## src/rtl/div_unit_pkg.sv

```systemverilog
// div_unit_pkg: shared core constants for the RV32M divider -- datapath and
// register-index widths, funct3 codes of the four divide ops, FSM encoding
// and a small conditional-negate helper.
package div_unit_pkg;

   localparam int XLEN       = 32;
   localparam int REG_ADDR_W = 5;

   localparam logic [2:0] F3_DIV  = 3'b100;
   localparam logic [2:0] F3_DIVU = 3'b101;
   localparam logic [2:0] F3_REM  = 3'b110;
   localparam logic [2:0] F3_REMU = 3'b111;

   typedef enum logic [1:0] {
      S_IDLE  = 2'd0,
      S_CHECK = 2'd1,
      S_CALC  = 2'd2,
      S_END   = 2'd3
   } div_state_e;

   // Two's-complement negate when neg is set, pass-through otherwise.
   function automatic logic [XLEN-1:0] cond_neg(input logic [XLEN-1:0] value,
                                                input logic            neg);
      logic [XLEN-1:0] res;
      if (neg) begin
         res = ~value + {{(XLEN-1){1'b0}}, 1'b1};
      end else begin
         res = value;
      end
      return res;
   endfunction

endpackage

```

## src/rtl/div_unit_if.sv

```systemverilog
// div_unit_if: request / write-back bundle between EX decode, the divider and
// the register-file write port. master = EX side, slave = divider.
interface div_unit_if;
   import div_unit_pkg::*;

   logic                  start_i;
   logic [2:0]            op_i;
   logic [XLEN-1:0]       dividend_i;
   logic [XLEN-1:0]       divisor_i;
   logic [REG_ADDR_W-1:0] waddr_i;
   logic                  flush_i;
   logic                  busy_o;
   logic                  ready_o;
   logic [XLEN-1:0]       result_o;
   logic                  reg_we_o;
   logic [REG_ADDR_W-1:0] reg_waddr_o;

   modport master (
      output start_i, op_i, dividend_i, divisor_i, waddr_i, flush_i,
      input  busy_o, ready_o, result_o, reg_we_o, reg_waddr_o
   );

   modport slave (
      input  start_i, op_i, dividend_i, divisor_i, waddr_i, flush_i,
      output busy_o, ready_o, result_o, reg_we_o, reg_waddr_o
   );

endinterface

```

## src/rtl/div_unit.sv

```systemverilog
// div_unit: multi-cycle RV32M divider (DIV/DIVU/REM/REMU), one restoring
// quotient bit per cycle, single-cycle write-back toward the register file.
// Optional build macro DIV_EARLY_OUT_EN: finish in CHECK when
// |dividend| < |divisor| (quotient 0, remainder = dividend).
// All outputs are registered: the values presented in END are computed on
// the transition into END.
module div_unit
   import div_unit_pkg::*;
(
   input logic       clk,
   input logic       rst,
   div_unit_if.slave bus
);

   div_state_e            state_q, state_d;
   logic [2:0]            op_q, op_d;
   logic [REG_ADDR_W-1:0] waddr_q, waddr_d;
   logic [XLEN-1:0]       dvd_q, dvd_d;     // raw dividend as latched
   logic [XLEN-1:0]       dvs_q, dvs_d;     // raw divisor, |divisor| once in CALC
   logic [XLEN-1:0]       quo_q, quo_d;     // dividend bits out, quotient bits in
   logic [XLEN-1:0]       rem_q, rem_d;     // partial remainder
   logic [4:0]            cnt_q, cnt_d;
   logic                  neg_quo_q, neg_quo_d;
   logic                  neg_rem_q, neg_rem_d;
   logic                  busy_q, busy_d;
   logic                  ready_q, ready_d;
   logic [XLEN-1:0]       result_q, result_d;
   logic [REG_ADDR_W-1:0] wb_addr_q, wb_addr_d;

   logic                  is_signed_s;
   logic                  sel_rem_s;
   logic [XLEN-1:0]       dvd_abs_s;
   logic [XLEN-1:0]       dvs_abs_s;
   logic                  div_zero_s;
   logic                  ovf_s;
   logic [XLEN:0]         partial_s;
   logic [XLEN:0]         diff_s;
   logic [XLEN-1:0]       step_quo_s;
   logic [XLEN-1:0]       step_rem_s;

   // Operand conditioning and the single restoring-division step.
   always_comb begin
      is_signed_s = (op_q == F3_DIV) || (op_q == F3_REM);
      sel_rem_s   = op_q[1];
      dvd_abs_s   = cond_neg(dvd_q, is_signed_s & dvd_q[XLEN-1]);
      dvs_abs_s   = cond_neg(dvs_q, is_signed_s & dvs_q[XLEN-1]);
      div_zero_s  = (dvs_q == {XLEN{1'b0}});
      ovf_s       = is_signed_s
                    && (dvd_q == {1'b1, {(XLEN-1){1'b0}}})
                    && (dvs_q == {XLEN{1'b1}});
      // Shift the next dividend bit in; a negative difference means restore.
      partial_s   = {rem_q, quo_q[XLEN-1]};
      diff_s      = partial_s - {1'b0, dvs_q};
      step_quo_s  = {quo_q[XLEN-2:0], ~diff_s[XLEN]};
      step_rem_s  = diff_s[XLEN] ? partial_s[XLEN-1:0] : diff_s[XLEN-1:0];
   end

   // Next-state and next-output logic of the divider FSM.
   always_comb begin
      state_d   = state_q;
      op_d      = op_q;
      waddr_d   = waddr_q;
      dvd_d     = dvd_q;
      dvs_d     = dvs_q;
      quo_d     = quo_q;
      rem_d     = rem_q;
      cnt_d     = cnt_q;
      neg_quo_d = neg_quo_q;
      neg_rem_d = neg_rem_q;
      result_d  = {XLEN{1'b0}};

      case (state_q)
         S_IDLE: begin
            if (bus.start_i && !bus.flush_i) begin
               op_d    = bus.op_i;
               dvd_d   = bus.dividend_i;
               dvs_d   = bus.divisor_i;
               waddr_d = bus.waddr_i;
               state_d = S_CHECK;
            end else begin
               state_d = S_IDLE;
            end
         end
         S_CHECK: begin
            if (bus.flush_i) begin
               state_d = S_IDLE;
            end else if (div_zero_s) begin
               result_d = sel_rem_s ? dvd_q : {XLEN{1'b1}};
               state_d  = S_END;
            end else if (ovf_s) begin
               result_d = sel_rem_s ? {XLEN{1'b0}} : {1'b1, {(XLEN-1){1'b0}}};
               state_d  = S_END;
`ifdef DIV_EARLY_OUT_EN
            end else if (dvd_abs_s < dvs_abs_s) begin
               result_d = sel_rem_s ? dvd_q : {XLEN{1'b0}};
               state_d  = S_END;
`endif
            end else begin
               quo_d     = dvd_abs_s;
               dvs_d     = dvs_abs_s;
               rem_d     = {XLEN{1'b0}};
               cnt_d     = 5'd0;
               neg_quo_d = is_signed_s & (dvd_q[XLEN-1] ^ dvs_q[XLEN-1]);
               neg_rem_d = is_signed_s & dvd_q[XLEN-1];
               state_d   = S_CALC;
            end
         end
         S_CALC: begin
            if (bus.flush_i) begin
               state_d = S_IDLE;
            end else begin
               quo_d = step_quo_s;
               rem_d = step_rem_s;
               cnt_d = cnt_q + 5'd1;
               if (cnt_q == 5'd31) begin
                  result_d = sel_rem_s ? cond_neg(step_rem_s, neg_rem_q)
                                       : cond_neg(step_quo_s, neg_quo_q);
                  state_d  = S_END;
               end else begin
                  state_d = S_CALC;
               end
            end
         end
         S_END: begin
            state_d = S_IDLE;
         end
         default: begin
            state_d = S_IDLE;
         end
      endcase

      busy_d    = (state_d != S_IDLE);
      ready_d   = (state_d == S_END);
      wb_addr_d = ready_d ? waddr_q : {REG_ADDR_W{1'b0}};
   end

   // State, datapath and output registers with synchronous reset.
   always_ff @(posedge clk) begin
      if (rst) begin
         state_q   <= S_IDLE;
         op_q      <= 3'b000;
         waddr_q   <= {REG_ADDR_W{1'b0}};
         dvd_q     <= {XLEN{1'b0}};
         dvs_q     <= {XLEN{1'b0}};
         quo_q     <= {XLEN{1'b0}};
         rem_q     <= {XLEN{1'b0}};
         cnt_q     <= 5'd0;
         neg_quo_q <= 1'b0;
         neg_rem_q <= 1'b0;
         busy_q    <= 1'b0;
         ready_q   <= 1'b0;
         result_q  <= {XLEN{1'b0}};
         wb_addr_q <= {REG_ADDR_W{1'b0}};
      end else begin
         state_q   <= state_d;
         op_q      <= op_d;
         waddr_q   <= waddr_d;
         dvd_q     <= dvd_d;
         dvs_q     <= dvs_d;
         quo_q     <= quo_d;
         rem_q     <= rem_d;
         cnt_q     <= cnt_d;
         neg_quo_q <= neg_quo_d;
         neg_rem_q <= neg_rem_d;
         busy_q    <= busy_d;
         ready_q   <= ready_d;
         result_q  <= result_d;
         wb_addr_q <= wb_addr_d;
      end
   end

   assign bus.busy_o      = busy_q;
   assign bus.ready_o     = ready_q;
   assign bus.reg_we_o    = ready_q;
   assign bus.result_o    = result_q;
   assign bus.reg_waddr_o = wb_addr_q;

endmodule

```

## src/flat_wrapper.sv

```systemverilog
// flat-port wrapper written by rule: the top's interface ports become plain ports
module div_unit_flat import div_unit_pkg::*;
  (clk, rst, bus_start_i, bus_op_i, bus_dividend_i, bus_divisor_i, bus_waddr_i, bus_flush_i, bus_busy_o, bus_ready_o, bus_result_o, bus_reg_we_o, bus_reg_waddr_o);
  div_unit_if bus_i ();
  input logic clk;
  input logic rst;
  input wire logic [$bits(bus_i.start_i)-1:0] bus_start_i;
  input wire logic [$bits(bus_i.op_i)-1:0] bus_op_i;
  input wire logic [$bits(bus_i.dividend_i)-1:0] bus_dividend_i;
  input wire logic [$bits(bus_i.divisor_i)-1:0] bus_divisor_i;
  input wire logic [$bits(bus_i.waddr_i)-1:0] bus_waddr_i;
  input wire logic [$bits(bus_i.flush_i)-1:0] bus_flush_i;
  output wire logic [$bits(bus_i.busy_o)-1:0] bus_busy_o;
  output wire logic [$bits(bus_i.ready_o)-1:0] bus_ready_o;
  output wire logic [$bits(bus_i.result_o)-1:0] bus_result_o;
  output wire logic [$bits(bus_i.reg_we_o)-1:0] bus_reg_we_o;
  output wire logic [$bits(bus_i.reg_waddr_o)-1:0] bus_reg_waddr_o;
  assign bus_i.start_i = bus_start_i;
  assign bus_i.op_i = bus_op_i;
  assign bus_i.dividend_i = bus_dividend_i;
  assign bus_i.divisor_i = bus_divisor_i;
  assign bus_i.waddr_i = bus_waddr_i;
  assign bus_i.flush_i = bus_flush_i;
  assign bus_busy_o = bus_i.busy_o;
  assign bus_ready_o = bus_i.ready_o;
  assign bus_result_o = bus_i.result_o;
  assign bus_reg_we_o = bus_i.reg_we_o;
  assign bus_reg_waddr_o = bus_i.reg_waddr_o;
  div_unit u_core (.clk(clk), .rst(rst), .bus(bus_i));
endmodule
```

## config.mk

```make
export PLATFORM = sky130hd
export DESIGN_NAME = div_unit_flat
export DESIGN_NICKNAME = d
export VERILOG_FILES = /design/src/rtl/div_unit_pkg.sv /design/src/rtl/div_unit_if.sv /design/src/rtl/div_unit.sv /design/src/flat_wrapper.sv
export SDC_FILE = /design/constraint.sdc
export NUM_CORES = 1
export LEC_CHECK = 0
export ABC_CLOCK_PERIOD_IN_PS = 5500
export CAP_MARGIN = 20
export CORE_MARGIN = 3
export CORE_UTILIZATION = 55
export CTS_CLUSTER_SIZE = 30
export DETAILED_ROUTE_END_ITERATION = 12
export HOLD_SLACK_MARGIN = 0.06
export PLACE_DENSITY = 0.74
export SETUP_SLACK_MARGIN = 0.3
export SKIP_LAST_GASP = 1
export SLEW_MARGIN = 20
export SYNTH_ARGS = -nofsm -noshare
export SYNTH_HDL_FRONTEND = slang
export SYNTH_SLANG_ARGS = --single-unit
export TNS_END_PERCENT = 50
```

## constraint.sdc

```tcl
create_clock -name clk -period 5.5 [get_ports clk]
set_input_delay 0.55 -clock clk [delete_from_list [all_inputs] [get_ports clk]]
set_output_delay 0.55 -clock clk [all_outputs]
set_load 0.05 [all_outputs]
```

# ---- Yosys cells after proc, flatten, opt, wreduce, memory -nomap -nowiden
# Index checks and enable logic that the tools add are counted.
dict set report word_totals {
  register_bits 184
}
dict set report op_classes {
  addsub 6
  eq_ne 15
  mux 41
  bitwise_logic 13
  reduce_logical 15
}
# op count
set ops {}
lappend ops {{32-bit 2-to-1 mux} 25}
lappend ops {{32-bit case mux with 2 select lines} 4}
lappend ops {{32-bit by 1-bit adder with 32-bit output, second input constant} 4}
lappend ops {{32-bit inverter} 4}
lappend ops {{32-bit == test, second input constant} 2}
lappend ops {{33-bit by 32-bit subtractor with 33-bit output} 1}
lappend ops {{32-bit logical NOT} 1}
lappend ops {{5-bit 2-to-1 mux} 4}
lappend ops {{5-bit case mux with 2 select lines} 1}
lappend ops {{2-bit != test, second input constant} 4}
lappend ops {{2-bit case mux with 4 select lines} 1}
lappend ops {{2-bit == test, second input constant} 3}
lappend ops {{3-bit == test, second input constant} 2}
lappend ops {{2-bit 2-to-1 mux} 3}
lappend ops {{6-bit AND reduction} 1}
lappend ops {{2-bit nonzero test} 3}
lappend ops {{5-bit by 1-bit adder with 5-bit output, second input constant} 1}
lappend ops {{5-bit == test, second input constant} 1}
lappend ops {{1-bit inverter} 5}
lappend ops {{5-bit AND reduction} 1}
lappend ops {{2-bit by 1-bit != test with 1-bit output, second input constant} 2}
lappend ops {{4-bit AND reduction} 1}
lappend ops {{1-bit AND} 3}
lappend ops {{1-bit logical AND} 3}
lappend ops {{other kinds (8)} 10}

# ---- Longest topological paths before layout
dict set report depth {
  ltp_word 11
  depth_mapped 25
  ltp_nobuf 21
}

# ---- Least setup slack after synthesis
# Ideal clock, no wire load.
dict set report synth_timing {
  path_type {flip-flop to flip-flop}
  start {reg u_core.quo_q[31]}
  end {reg u_core.result_q[12], in the netlist u_core.bus.result_o[12]}
  setup_time_ps 115
  t_arrival_ps 4284
  required_ps 5385
  path_slack_ps 1101
  stages_incl_launch_ff 25
  period_less_slack_ps 4399
  path_cell_list {dfxtp_1 -> inv_1 -> ha_1 -> fa_1 -> nor2b_1 -> o31ai_4 -> a32o_2 -> o21ai_1 -> and3_1 -> buf_2 -> nor3_2 -> inv_2 -> buf_4 -> buf_2 -> buf_2 -> ha_1 -> inv_1 -> or2_2 -> o31ai_1 -> xnor2_1 -> o21ai_0 -> a21oi_1 -> a21oi_1 -> o21ai_0 -> and2_1}
}
dict set report synth_via {
  elab_chain_len 9
}
# element line_no
set synth_lines {}
lappend synth_lines {{from (decl)} div_unit.sv:20} ;# logic [XLEN-1:0] quo_q, quo_d;
lappend synth_lines {{from (signal assigned)} div_unit.sv:145} ;# quo_q <= {XLEN{1'b0}};
lappend synth_lines {{from (signal assigned)} div_unit.sv:160} ;# quo_q <= quo_d;
lappend synth_lines {{33-bit by 32-bit subtractor with 33-bit output} div_unit.sv:53} ;# diff_s = partial_s - {1'b0, dvs_q};
lappend synth_lines {{32-bit 2-to-1 mux / 1-bit inverter (equally long branches)} {div_unit.sv:55, div_unit.sv:54}}
lappend synth_lines {{32-bit inverter} div_unit_pkg.sv:26} ;# res = ~value + {{(XLEN-1){1'b0}}, 1'b1};
lappend synth_lines {{32-bit by 1-bit adder with 32-bit output} div_unit_pkg.sv:26}
lappend synth_lines {{32-bit 2-to-1 mux} div_unit_pkg.sv:25} ;# if (neg) begin
lappend synth_lines {{32-bit 2-to-1 mux (*)} div_unit.sv:116} ;# result_d = sel_rem_s ? cond_neg(step_rem_s, neg_rem_q)
lappend synth_lines {{32-bit 2-to-1 mux (*)} div_unit.sv:115} ;# if (cnt_q == 5'd31) begin
lappend synth_lines {{32-bit 2-to-1 mux (*)} div_unit.sv:109} ;# if (bus.flush_i) begin
lappend synth_lines {{32-bit case mux with 2 select lines (*)} div_unit.sv:72} ;# case (state_q)
lappend synth_lines {{to (signal assigned)} div_unit.sv:152} ;# result_q <= {XLEN{1'b0}};
lappend synth_lines {{to (signal assigned)} div_unit.sv:167} ;# result_q <= result_d;
lappend synth_lines {{to (decl)} div_unit.sv:27} ;# logic [XLEN-1:0] result_q, result_d;
# Every way passes the cells marked *; elsewhere a longest branch is shown, timed or not.
# A chain may end at the register's enable or synchronous reset.

# ---- Worst setup path after layout
dict set report layout_timing {
  start {reg u_core.dvs_q[17]}
  end {reg u_core.result_q[28], in the netlist u_core.bus.result_o[28]}
}
dict set report layout_via {
  elab_chain_len 9
}
# element line_no
set layout_lines {}
lappend layout_lines {{from (decl)} div_unit.sv:19} ;# logic [XLEN-1:0] dvs_q, dvs_d;
lappend layout_lines {{from (signal assigned)} div_unit.sv:144} ;# dvs_q <= {XLEN{1'b0}};
lappend layout_lines {{from (signal assigned)} div_unit.sv:159} ;# dvs_q <= dvs_d;
lappend layout_lines {{33-bit by 32-bit subtractor with 33-bit output} div_unit.sv:53}
lappend layout_lines {{32-bit 2-to-1 mux / 1-bit inverter (equally long branches)} {div_unit.sv:55, div_unit.sv:54}}
lappend layout_lines {{32-bit inverter} div_unit_pkg.sv:26}
lappend layout_lines {{32-bit by 1-bit adder with 32-bit output} div_unit_pkg.sv:26}
lappend layout_lines {{32-bit 2-to-1 mux} div_unit_pkg.sv:25}
lappend layout_lines {{32-bit 2-to-1 mux} div_unit.sv:116}
lappend layout_lines {{32-bit 2-to-1 mux} div_unit.sv:115}
lappend layout_lines {{32-bit 2-to-1 mux} div_unit.sv:109}
lappend layout_lines {{32-bit case mux with 2 select lines (*)} div_unit.sv:72}
# Marked as above.

==> out/qor.yml <==
global_routing:
  grtUsageTotal_pct: 34.7
  grt_max_degree: 78
  grt_pass1_vias: 12700
  grt_pass1_wl_um: 71700
  antenna_found_initial: 1
  grt-ovfl-total: 0
timing:
  finalCritPeriodShare_pct: 85.5
  finalSetupTns_ns: 0
  finalHoldViolCount: 0
  min_period_ns: 4.70
  finalSetupViolCount: 0
  finClkSkew_ns: 0.0342
  rsz0062_at_grt: "false"
  clock.fmax_mhz: 213
  drv_slew: 0
  worst_pin_slew_ns: 0.993
  slew_headroom_pct: 33.4
clocking:
  clock_sinks: 184
  cts-resized-gates: 0
  cts.path.max_buffers: 2
  hold_buffers: 0
  cts_tree: "done"
  post_cts_buffers: 0
  cts-root-buf: "clkbuf_16"
  path_clk_slew_ns: 0.09
  clk_latency_ns: 0.47
  cts_made_buffers: 17
  h-tree-depth: 4
run_status:
  status: "finished clean"
power_and_ir_drop:
  leakagePower_uw: 0.00561
  peakVddDrop_mv: 0.224
  powerDensity_nw_per_um2: 235
worst_hold_path:
  hold_end: "u_core.waddr_q[2]"
  hold_class: "reg2reg"
  hold_depth: 2
  min_from: "u_core.waddr_q[2]"
worst_setup_path:
  r2r_start: "u_core.dvs_q[17]"
  worstPathRequired_ns: 5.86
  endpoint_kind: "flip-flop"
  path_max_fanout: 10
  cp_data_arrival_time_ns: 5.06
  reg2reg_slack_ns: 0.80
  worstRegToRegCells: 20
  path_class: "reg2reg"
  start_kind: "flip-flop"
  worst_r2r_endpoint: "u_core.bus.result_o[28]"
floorplanning:
  io_pins: 116
  die_x_um: 161
  die_h_um: 161
  rows: 55
  core-area_um2: 23100
  die_area_um2: 25800
  start_util_pct: 57.1
synth:
  ys_types: 87
  synth-async-reset-ratio_pct: 0
  yosysSeqAreaShare_pct: 28.0
  syn_inst: 1777
  synth-main-ff-cell: "dfxtp_1"
  synth_edf_count: 0
  yosysWarnings: 0
  synth-seq-cells: 184
  syn-cell-area_um2: 13200
  syn_avg_cell_area_um2: 7.41
  syn_nets: 1896
detailed_routing:
  firstDrtPassIters: 8
  wire_per_inst_um: 21.8
  drc: 0
  wirelength_um: 46600
  drtIter0Drc: 2048
  ant_nets: 0
  dr_total_vias: 14300
  routed_via_density: 6.68
placement:
  placed_cell_area_um2: 14400
  portBuffers: 115
  dp_hpwl_um: 34400
  gp_congestion: 0.960
finish:
  layout_common_cells: "nand2_1, dfxtp_1, nor2_1"
  final_common_cell: "nand2_1"
  layout-drive-gt1-share_pct: 5.42
  area_delta_synth_final_pct: 14.1
  fin_util_pct: 65.2
  stdcell_area_um2: 15000
  fin_nets: 1931
  antennaDiodeCount: 0
job:
  drv_cap: 0
==> worst max-delay path by stage <==
stage	start	to
global placement	u_core.dvs_q[0]	u_core.bus.result_o[19]
detailed placement	u_core.dvs_q[17]	u_core.bus.result_o[28]
CTS	u_core.dvs_q[17]	u_core.bus.result_o[28]
global route	u_core.dvs_q[17]	u_core.bus.result_o[28]
finish	u_core.dvs_q[17]	u_core.bus.result_o[28]
floorplan	u_core.quo_q[31]	u_core.bus.result_o[12]
==> cells by family after synthesis <==
family	after synthesis	synth area share, %
and+or+nand+nor	670	24.4
xor gates and xnor gates	97	6.46
buffers and inverters	180	5.58
DFF	184	28.0
AOI/OAI and AO/OA	573	29.1
muxes	30	2.36
adders and majority gates	43	4.15
==> power by group <==
group / internal (uW) / leakage (uW) / switching (uW)
Sequential: 1360 / 0.00149 / 52.1
Combinational: 291 / 0.00381 / 512
Clock: 633 / 0.000303 / 683
Total: 2290 / 0.00561 / 1250
==> per-layer routing <==
layer | wire length [um] | up-vias | share of wire (%) | global-route usage, %
met4 | 939 | 4 | 2.0 | 8.28
met2 | 19900 | 874 | 43 | 52.0
met1 | 20000 | 6698 | 43 | 49.7
met5 | 27 | - | 0.058 | 0
li1 | - | 6623 | - | -
met3 | 5700 | 83 | 12 | 9.31
==> stage by stage <==
| stage | instances | hold WS [ns] | total power (uW) | setup slack (ns) |
|---|---|---|---|---|
| 3_3_place_gp | 2106 | 0.435 | 2210 | 1.12 |
| 4_1_cts | 2138 | 0.455 | 3510 | 0.924 |
| 2_1_floorplan | 1777 | 0.430 | 1960 | 1.10 |
| 3_5_place_dp | 2106 | 0.442 | 2210 | 0.975 |
| 5_1_grt | 2138 | 0.477 | 3650 | 0.325 |
| 6_report | 2138 | 0.453 | 3530 | 0.799 |
==> Yosys cell counts, types with 13 or more instances <==
library cell,count,area (um^2)
nand4_1,27,169
a22oi_1,27,203
a222oi_1,32,320
a21oi_1,179,896
and2_1,17,106
nand3_1,40,200
nor2_1,182,683
o22ai_1,13,81.3
ha_1,42,526
nor4_1,23,144
buf_2,17,85.1
inv_1,60,225
xnor2_1,64,561
nor2b_1,21,131
xor2_1,33,289
or3_1,23,144
a2bb2oi_1,13,114
o21ai_0,106,531
nand2_1,196,736
dfxtp_1,184,3680
o31ai_1,28,210
a31oi_1,23,144
clkbuf_1,84,315
mux2i_1,22,220
nor3_1,68,340
and3_1,19,119
==> registers in the layout, indices dropped and copies added (netlist names) <==
name,flops
u_core.bus.reg_waddr_o,5
u_core.rem_q,32
u_core.dvs_q,32
u_core.bus.busy_o,1
u_core.cnt_q,5
u_core.dvd_q,32
u_core.neg_rem_q,1
u_core.bus.result_o,32
u_core.neg_quo_q,1
u_core.waddr_q,5
u_core.bus.ready_o,1
u_core.state_q,2
u_core.quo_q,32
u_core.op_q,3
==> area by class of cell <==
class	count	area, um^2
well taps	313	392
repair buffers	134	1300
clock buffers	17	425
inverters	62	233
multi-input cells	1413	8770
flip-flops and latches	184	3680
fillers	2115	8030
clock inverters	15	209
==> worst max-delay path: stages (launching register included) <==
cell and delay, ns:
dfxtp_1 0.45, inv_1 0.11, ha_1 0.40, a21oi_1 0.39, o21ai_1 0.18, a2bb2oi_1 0.23, nor4b_1 0.36, a21boi_2 0.47
nor3_4 0.11, inv_2 0.12, ha_1 0.20, inv_1 0.11, nor2_1 0.23, nand4_1 0.17, nand2b_1 0.25, o21ai_0 0.23
xnor2_1 0.15, a21oi_1 0.09, a21oi_1 0.15, nor2_1 0.06, a31oi_1 0.15
(Power assumes the default switching activity.)
